<file path="src/rtl/scarv_soc_pkg.sv">
// Shared scarv_soc definitions: bus/strobe widths and the BRAM port tracker encodings.
package scarv_soc_pkg;

   localparam int BUS_W  = 32;
   localparam int STRB_W = 4;

   localparam logic [1:0] TRK_IDLE = 2'd0;
   localparam logic [1:0] TRK_WAIT = 2'd1;
   localparam logic [1:0] TRK_HOLD = 2'd2;

endpackage

</file>
<file path="src/rtl/scarv_soc_bram_arb_port.sv">
// Per-requester response tracker: one outstanding access, BRAM data shown live in WAIT,
// held in a private register (HOLD) while the requester stalls.
module scarv_soc_bram_arb_port
   import scarv_soc_pkg::*;
(
   input  logic             clk,
   input  logic             rst,
   input  logic             i_req,
   input  logic             i_gnt,
   input  logic             i_err,
   input  logic             i_rsp_ready,
   input  logic [BUS_W-1:0] i_bram_rdata,
   output logic             o_elig,
   output logic             o_rsp_valid,
   output logic             o_rsp_err,
   output logic [BUS_W-1:0] o_rdata
);

   logic [1:0]       r_state;
   logic [1:0]       w_state_nxt;
   logic [BUS_W-1:0] r_hold;
   logic             r_err;
   logic             w_busy;

   assign w_busy      = (r_state != TRK_IDLE);
   assign o_rsp_valid = !rst && w_busy;
   assign o_rsp_err   = o_rsp_valid && r_err;
   // A busy port may re-request in the same cycle its response is taken.
   assign o_elig      = !rst && i_req && (!w_busy || i_rsp_ready);

   always_comb begin
      o_rdata = '0;
      if (o_rsp_valid)
         o_rdata = (r_state == TRK_HOLD) ? r_hold : i_bram_rdata;
   end

   always_comb begin
      w_state_nxt = r_state;
      case (r_state)
         TRK_IDLE: if (i_gnt) w_state_nxt = TRK_WAIT;
         TRK_WAIT,
         TRK_HOLD: begin
            if (i_rsp_ready)
               w_state_nxt = i_gnt ? TRK_WAIT : TRK_IDLE;
            else
               w_state_nxt = TRK_HOLD;
         end
         default:  w_state_nxt = TRK_IDLE;
      endcase
   end

   always_ff @(posedge clk) begin
      if (rst) begin
         r_state <= TRK_IDLE;
         r_hold  <= '0;
         r_err   <= 1'b0;
      end else begin
         r_state <= w_state_nxt;
         // BRAM output is only valid for one cycle; capture it before the other port reuses the BRAM.
         if (r_state == TRK_WAIT && !i_rsp_ready)
            r_hold <= i_bram_rdata;
         if (i_gnt)
            r_err <= i_err;
      end
   end

endmodule

</file>
<file path="src/rtl/scarv_soc_bram_arb.sv">
// Two-port round-robin arbiter in front of a single-port BRAM (1-cycle read latency).
module scarv_soc_bram_arb
   import scarv_soc_pkg::*;
#(
   parameter int unsigned DEPTH    = 1024,
   parameter int unsigned WRITE_EN = 1,
   localparam int         LW       = $clog2(DEPTH)
) (
   input  logic              clk,
   input  logic              rst,

   input  logic              p0_req,
   output logic              p0_gnt,
   input  logic              p0_wen,
   input  logic [STRB_W-1:0] p0_strb,
   input  logic [LW-1:0]     p0_addr,
   input  logic [BUS_W-1:0]  p0_wdata,
   output logic              p0_rsp_valid,
   input  logic              p0_rsp_ready,
   output logic [BUS_W-1:0]  p0_rdata,
   output logic              p0_rsp_err,

   input  logic              p1_req,
   output logic              p1_gnt,
   input  logic              p1_wen,
   input  logic [STRB_W-1:0] p1_strb,
   input  logic [LW-1:0]     p1_addr,
   input  logic [BUS_W-1:0]  p1_wdata,
   output logic              p1_rsp_valid,
   input  logic              p1_rsp_ready,
   output logic [BUS_W-1:0]  p1_rdata,
   output logic              p1_rsp_err,

   output logic              bram_en,
   output logic [STRB_W-1:0] bram_we,
   output logic [LW-1:0]     bram_addr,
   output logic [BUS_W-1:0]  bram_wdata,
   input  logic [BUS_W-1:0]  bram_rdata
);

   localparam logic WR_OK = (WRITE_EN != 0);

   logic r_ptr;
   logic w_elig0;
   logic w_elig1;

   // Pointer names the winner on contention; it then flips to the loser.
   assign p0_gnt = w_elig0 && (!w_elig1 || !r_ptr);
   assign p1_gnt = w_elig1 && (!w_elig0 ||  r_ptr);

   always_ff @(posedge clk) begin
      if (rst)
         r_ptr <= 1'b0;
      else if (w_elig0 && w_elig1)
         r_ptr <= ~r_ptr;
   end

   always_comb begin
      bram_en    = 1'b0;
      bram_we    = '0;
      bram_addr  = '0;
      bram_wdata = '0;
      if (p0_gnt) begin
         bram_en    = 1'b1;
         bram_we    = (p0_wen && WR_OK) ? p0_strb : '0;
         bram_addr  = p0_addr;
         bram_wdata = p0_wdata;
      end else if (p1_gnt) begin
         bram_en    = 1'b1;
         bram_we    = (p1_wen && WR_OK) ? p1_strb : '0;
         bram_addr  = p1_addr;
         bram_wdata = p1_wdata;
      end
   end

   scarv_soc_bram_arb_port u_port0 (
      .clk          (clk),
      .rst          (rst),
      .i_req        (p0_req),
      .i_gnt        (p0_gnt),
      .i_err        (p0_wen && !WR_OK),
      .i_rsp_ready  (p0_rsp_ready),
      .i_bram_rdata (bram_rdata),
      .o_elig       (w_elig0),
      .o_rsp_valid  (p0_rsp_valid),
      .o_rsp_err    (p0_rsp_err),
      .o_rdata      (p0_rdata)
   );

   scarv_soc_bram_arb_port u_port1 (
      .clk          (clk),
      .rst          (rst),
      .i_req        (p1_req),
      .i_gnt        (p1_gnt),
      .i_err        (p1_wen && !WR_OK),
      .i_rsp_ready  (p1_rsp_ready),
      .i_bram_rdata (bram_rdata),
      .o_elig       (w_elig1),
      .o_rsp_valid  (p1_rsp_valid),
      .o_rsp_err    (p1_rsp_err),
      .o_rdata      (p1_rdata)
   );

endmodule

</file>
<file path="config.mk">
export PLATFORM = sky130hd
export DESIGN_NAME = scarv_soc_bram_arb
export DESIGN_NICKNAME = d
export VERILOG_FILES = /design/src/rtl/scarv_soc_pkg.sv /design/src/rtl/scarv_soc_bram_arb_port.sv /design/src/rtl/scarv_soc_bram_arb.sv
export SDC_FILE = /design/constraint.sdc
export NUM_CORES = 1
export LEC_CHECK = 0
export ABC_AREA = 1
export CELL_PAD_IN_SITES_DETAIL_PLACEMENT = 0
export CELL_PAD_IN_SITES_GLOBAL_PLACEMENT = 1
export CORE_MARGIN = 10
export CORE_UTILIZATION = 26
export DETAILED_ROUTE_END_ITERATION = 8
export GPL_ROUTABILITY_DRIVEN = 1
export PLACE_DENSITY_LB_ADDON = 0.1
export SYNTH_ARGS = -nofsm -noshare
export SYNTH_HDL_FRONTEND = slang
export SYNTH_SLANG_ARGS = --single-unit
</file>
<file path="constraint.sdc">
create_clock -name clk -period 5.6 [get_ports clk]
set_clock_uncertainty 0.15 [all_clocks]
set_input_delay 1.12 -clock clk [delete_from_list [all_inputs] [get_ports clk]]
set_output_delay 1.12 -clock clk [all_outputs]
set_load 0.01 [all_outputs]
</file>
==> results.txt <==
----------------------------------------------------
[Final layout]
  Most frequent standard cell in the layout excluding fill and tap cells ... sky130_fd_sc_hd__nand2_1
  Antenna cells ... 0
  Total Nets Final ... 1061
  Share of cells above drive strength 1 ... 3.46%
  Core occupancy in the finished layout ... around 44%
  Top library cells by usage in the layout, fill and taps aside ... sky130_fd_sc_hd__nand2_1, sky130_fd_sc_hd__clkdlybuf4s50_1, sky130_fd_sc_hd__nor2_1
  Synthesis-to-finish area growth ... 68.2%

[CTS]
  Total setup buffers inserted after CTS ... 0
  Hold buffer count at cts ... 0
  Clock edge transition at the registers on the reported setup and hold paths ... 0.05 ns
  Count of instances resized after the clock tree is built ... 0
  CTS tree ... done
  Buffer cell driving the clock tree root ... sky130_fd_sc_hd__clkbuf_16
  Cts bufs inserted ... 9
  Maximum level of the CTS H-tree ... 3
  Maximum buffer depth of the clock tree ... 2
  Clock Latency Late Sink ... about 0.33 ns
  Number of clock sinks ... slightly below 70

[Floorplan]
  Die area ... 21300 µm²
  Number of I/O pins ... 249
  Starting density of the core ... 26.3%
  Width of the die ... approximately 150 µm
  Die height ... 146 µm
  Floorplan row count ... 46
  Floorplan core area ... 15700 µm²

[Power and ir drop]
  Internal power summed over all cells ... 0.00109 W
  Portion of total power attributed to sequential cells ... around 35%
  Net switching power of the design ... 0.000470 W
  Fraction of power spent switching nets ... 30.1%
  Tot Pwr ... 0.00156 W
  Clock network power share ... about a third
  Part of the power in combinational logic ... 32.2%
  Worst voltage drop across the vdd grid ... 132 µV
  Power Dens Cells ... ~230 nW/µm²
  Pleak ... 2.82 nW

[Synthesis]
  Number of synthesized register bits ... 69
  Avg Inst Size Synth ... 5.88 µm²
  Post-synthesis instance total ... 702
  Part of the Yosys area used for sequential elements ... between 30% and 40%
  Unique cell type count in the Yosys netlist ... 22
  Yosys warning count ... 0
  Post-synthesis instance area ... a little over 4000 µm²

[GRT]
  Leftover overflow at the end of global routing ... 0
  Overall Global Routing Usage ... 17.0%
  Pin count of the biggest net entering global routing ... 66
  Number of antenna violations at the first check in global routing ... 0
  Global-route wire length before repair ... slightly below 30 mm
  Number of global-route vias before repair ... slightly below 5000

[Job]
  Number of violations of the max-capacitance limit ... 0

[Timing]
  Time the final worst path needs with I/O delays and setup ... 4.85 ns
  Pin slew with the least headroom to its limit ... 1.10 ns
  Final-report hold violation count ... 0
  Setup_tns ... 0 ns
  Setup repair after global routing missed its margin ... no
  Headroom to the max-slew limit ... between 20% and 30%
  Period Utilization, post-route ... 86.7%
  Hold slack ... 0.331 ns
  Highest Clock Rate ... 206 MHz
  Final Setup Violations ... 0
  Max-slew violation count ... 0

[Placement]
  Count of buffers inserted at the top-level ports ... 246
  RePlAce Congestion ... 0.862
  Estimated wirelength of the detail-placed design ... 14.0 mm

[Worst setup path]
  Worst r2r dst ... u_port0.r_hold[12]$_SDFFE_PP0P_
  R2r worst-path depth ... 7
  Crit. Startpoint ... rst
  Setup CP Type ... input pin to output pin
  Data arrival time of the critical path ... 3.58 ns
  Worst-path fanout max ... 41
  Endpoint kind of the worst setup timing path ... output pin
  Endpoint required time on the critical path ... around 4.3 ns
  Category of the worst setup path launch point ... input pin
  Worst reg-to-reg setup slack ... approximately 2.8 ns
  Startpoint of the lowest-slack register-to-register path ... u_port0.r_state[1]$_SDFFE_PP0P_
  Critical path destination ... bram_addr[4]

[Worst hold path]
  Startpoint of the tightest hold check path ... u_port1.r_hold[25]$_SDFFE_PP0P_
  Class of the worst hold path ... register to register

[Routing]
  Routed vias ... 5137
  Total Routed Length ... 19.0 mm
  Detailed-route vias per instance ... about 4.5
  First-pass iteration count of the detailed router ... 5
  Routed length per instance ... 16.6 µm
  Count of antenna-violating nets left after detailed routing ... 0
  Initial DRC count ... 236
  Drt drc ... 0

[Outcome]
  Run status ... complete, no violations

----------------------------------------------------
==> layer usage <==
layer / part of all wire (%) / up-vias / GRT usage, %
met2: 47 / 198 / 28.7
met4: 0.85 / 0 / 3.40
met1: 45 / 2281 / 21.4
met5: 0 / - / 0
li1: - / 2647 / -
met3: 7.1 / 11 / 4.48
==> kinds of logic (layout without fill, tap and decap cells) <==
kind of cell | count (synthesis) | count (layout) | share of synthesized area, %
other cells | 1 | 2 | 0.0908
compound gates | 151 | 151 | 18.3
flops | 69 | 69 | 33.4
fa+ha+maj | 8 | 8 | 2.42
buf+inv | 76 | 299 | 8.72
simple gates | 397 | 397 | 37.0
==> cell usage after synthesis (all sizes together) <==
| cell type | n | area [µm²] |
|---|---|---|
| nor2 | 122 | 473 |
| conb | 1 | 3.75 |
| inv | 25 | 93.8 |
| clkbuf | 25 | 96.3 |
| o21ai | 74 | 370 |
| nand4 | 1 | 6.26 |
| a21oi | 77 | 385 |
| nor3 | 1 | 5.00 |
| buf | 22 | 155 |
| clkinv | 4 | 15.0 |
| dfxtp | 69 | 1380 |
| ha | 8 | 100 |
| nand2 | 263 | 995 |
| nand3 | 10 | 50.1 |
==> flip-flops by register name (all words and copies together) (netlist names) <==
name and cells:
u_port0.r_hold 32, u_port1.r_hold 32, u_port0.r_state 2, u_port1.r_state 2, r_ptr 1
==> per-stage QoR <==
step	instance area (µm²)	cells	worst slack (ns)
2_1_floorplan	4130	703	2.25
5_1_grt	6950	1142	0.524
3_5_place_dp	6680	1126	0.721
3_3_place_gp	6680	1126	0.744
6_report	6950	1142	0.746
4_1_cts	6950	1142	0.726
==> layout make-up <==
class	instances	area, µm²
fill	1596	8760
multi-input combinational	558	2390
tap	216	270
inverter	29	109
timing repair buffer	254	2520
clock buffer	15	268
sequential	69	1380
clock inverter	1	5.00
==> power groups by stage <==
stage | clock [W] | combinational (W) | sequential, W
detailed placement | 0 | 0.000510 | 0.000550
finish | 0.000520 | 0.000504 | 0.000540
global route | 0.000556 | 0.000559 | 0.000543
floorplan | 0 | 0.000238 | 0.000546
global placement | 0 | 0.000508 | 0.000548
CTS | 0.000535 | 0.000512 | 0.000539
==> worst min path at each step <==
stage,endpoint,slack [ns],cells past startpoint
after floorplan,u_port0.r_hold[0]$_SDFFE_PP0P_,0.30,2
after global placement,u_port1.r_hold[30]$_SDFFE_PP0P_,0.31,2
after detailed placement,u_port1.r_hold[25]$_SDFFE_PP0P_,0.32,2
after CTS,u_port0.r_hold[3]$_SDFFE_PP0P_,0.33,2
after global routing,u_port1.r_hold[20]$_SDFFE_PP0P_,0.35,2
final,u_port1.r_hold[25]$_SDFFE_PP0P_,0.33,2
==> critical path, stage by stage <==
cell and delay [ns]:
sky130_fd_sc_hd__clkdlybuf4s50_1 0.60, sky130_fd_sc_hd__inv_2 0.14, sky130_fd_sc_hd__nand2_2 0.06, sky130_fd_sc_hd__nor2_4 0.11, sky130_fd_sc_hd__nand2_2 0.09, sky130_fd_sc_hd__inv_2 0.50, sky130_fd_sc_hd__buf_4 0.27, sky130_fd_sc_hd__nand2_1 0.05
sky130_fd_sc_hd__nand2_1 0.06, sky130_fd_sc_hd__clkdlybuf4s50_1 0.55
No activity file was read; power rests on OpenSTA's default activity.
==> patch, RTL diff (config.mk and constraints unchanged) <==
Make the reset (`rst`) asynchronous in 2 clocked blocks.
--- a/src/rtl/scarv_soc_bram_arb_port.sv
+++ b/src/rtl/scarv_soc_bram_arb_port.sv
@@ -50,5 +50,5 @@
    end
 
-   always_ff @(posedge clk) begin
+   always_ff @(posedge clk or posedge rst) begin
       if (rst) begin
          r_state <= TRK_IDLE;
--- a/src/rtl/scarv_soc_bram_arb.sv
+++ b/src/rtl/scarv_soc_bram_arb.sv
@@ -49,5 +49,5 @@
    assign p1_gnt = w_elig1 && (!w_elig0 ||  r_ptr);
 
-   always_ff @(posedge clk) begin
+   always_ff @(posedge clk or posedge rst) begin
       if (rst)
          r_ptr <= 1'b0;
Behaviour: no difference found for any inputs over 10 cycles, from zero or initial values and one cycle with rst high; that may be too few to reach the edited logic, so the function may still have changed.
==> patch against the unedited design <==
Synthesized area grew 4.2%. Sequential cell count is the same. Die area grew 3.7%. Critical path depth shrank 1. Via count shrank 7.9%. Setup slack gained 0.072 ns. Wire length shrank 8.5%. Non-clock buffer count shrank 4. Cell area grew 2.8%. Critical path type unchanged. Highest routed layer unchanged.
Power is not compared: it rests on default switching activity, and its combinational part moved more than twofold at a synthesized area within 25%.
==> patch: results (changes against the unedited design) <==
Most frequent cells after synthesis: nand2_1 (194), o21ai_0 (129), dfrtp_1 (69)
Max clock buf depth: 2 (unchanged)
Placed cells: 1030 (-8.5%)
Tightest Pin Transition: 1.08 ns (-0.0198 ns)
First-iteration detailed-routing DRC count: 213 (-9.7%)
Setup crit end: bram_wdata[25]
DP Area: 6830 um2 (+2.3%)
Global-route wire length before repair: 26.5 mm (-9.7%)
Hold Crit Class: flip-flop to flip-flop
CTS root buffer: clkbuf_16
Ant. Diodes: 0 (unchanged)
FF-to-FF setup slack: 3.63 ns (+0.87 ns)
Crit path DAT: 3.51 ns (-0.07 ns)
Leakage Power: 0.00317 uW
# resized after CTS: 0 (unchanged)
Main synth FF type: dfrtp_1
Reg2reg end: u_port0.r_hold[2]
Crit Path Max Fanout: 43 (+4.9%)
Switching share of total power: 36.8%
Initial antenna violation count: 0 (unchanged)
Fraction of layout cells with a size suffix above 1: 6.87% (+3.4 points)
Worst vdd ir: 0.000174 V
H-tree lvl count: 3 (unchanged)
Top post-synthesis cells by area: dfrtp_1 (40%), nand2_1 (17%), o21ai_0 (15%), a21oi_1 (7.6%), inv_1 (3.7%)
Worst skew pair latency: 0.32 ns
CP startpoint: rst
Largest registers: u_port0.r_hold: 32 flops, u_port1.r_hold: 32 flops
Final wirelength: 17.3 mm (-8.5%)
Total number of vias: 4729 (-7.9%)
Reg2reg start: u_port0.r_state[1]
Post-DP HPWL: 12.9 mm (-7.8%)
Sequential element share of the synthesized area: 40.1% (+6.7 points)
Number of warnings issued by yosys: 0 (unchanged)
Largest net degree at the start of global routing: 65 (-1.5%)
Fillers: 1606 (+0.63%)
Post-synthesis cell type count: 28 (+27%)
Status: finished clean
Port bufs: 246 (unchanged)
CTS Buf Count: 9 (unchanged)
Drt via density: 4.52 (+0.51%)
GPL Wtd Cong: 0.839 (-2.7%)
Sequential cell area: 1730 um2 (+25%)
Worst r2r path cells: 4 (-3)
Avg Cell Area, Syn: 7.14 um2 (+21%)
Vias in the first global route: 4607 (-6.5%)
Final net count: 965 (-9.0%)
Clock slew seen by the registers of the worst setup and hold paths: 0.05 ns (about the same)
Async set-or-reset flop fraction in the synthesized netlist: 100% (+100 points)
GRT Total Usage: 14.9% (-2.1 points)
Drt first pass iters: 7 (+2)
Post-CTS Setup Bufs: 0 (unchanged)
==> patch: layout make-up <==
class | instances | area share (%)
timing repair buffer | 250 | 34.9
multi-input combinational | 445 | 30.0
sequential | 69 | 24.2
tap | 216 | 3.78
clock buffer | 11 | 3.54
inverter | 50 | 2.80
clock inverter | 5 | 0.806
==> patch: worst max-delay path, stage by stage <==
cell	delay, ns
clkdlybuf4s50_1	0.54
inv_2	0.33
nand2_1	0.20
nor2_8	0.18
nand2_4	0.10
inv_6	0.27
nand2_1	0.12
nand2_1	0.09
clkdlybuf4s50_1	0.53
==> patch: cells by family after synthesis <==
logic type,synth area share (%)
AND/OR/NAND/NOR,24.3
AO/OA/AOI/OAI,22.7
buffers and inverters,10.5
flip-flops,40.1
adder cells (fa/ha/maj),2.32
other,0.0871
==> patch: per-layer routing <==
| layer | up-vias | wire, um | track usage, % |
|---|---|---|---|
| li1 | 2404 | - | - |
| met1 | 2166 | 7320 | 17.8 |
| met2 | 149 | 8630 | 25.6 |
| met3 | 10 | 1250 | 4.55 |
| met4 | 0 | 147 | 3.32 |
| met5 | - | 0 | 0 |
==> patch: power groups by stage <==
stage / logic [uW] / clock network [uW] / registers, uW
floorplan: 636 / 0 / 812
finish: 1120 / 578 / 841
global placement: 1130 / 0 / 835
global route: 1270 / 621 / 866
CTS: 1150 / 598 / 839
detailed placement: 1140 / 0 / 843
==> patch: worst min path at each step <==
stage,startpoint,end,slack [ns],cells past startpoint
after floorplan,u_port0.r_hold[0],u_port0.r_hold[0],0.30,2
after global placement,u_port1.r_hold[1],u_port1.r_hold[1],0.31,2
after detailed placement,u_port0.r_hold[10],u_port0.r_hold[10],0.32,2
after CTS,u_port0.r_hold[5],u_port0.r_hold[5],0.33,2
after global routing,u_port0.r_hold[23],u_port0.r_hold[23],0.35,2
final,u_port1.r_hold[6],u_port1.r_hold[6],0.32,2
==> patch: through the flow <==
stage                     hold WS [ns]  power [uW]  setup WS, ns  util [%]
after floorplan                  0.298        1450          1.43         -
after global placement           0.312        1970         0.877      42.5
after detailed placement         0.318        1990         0.788      42.5
after CTS                        0.333        2580         0.776      44.5
after global routing             0.346        2750         0.631      44.5
final                            0.324        2540         0.819      44.5
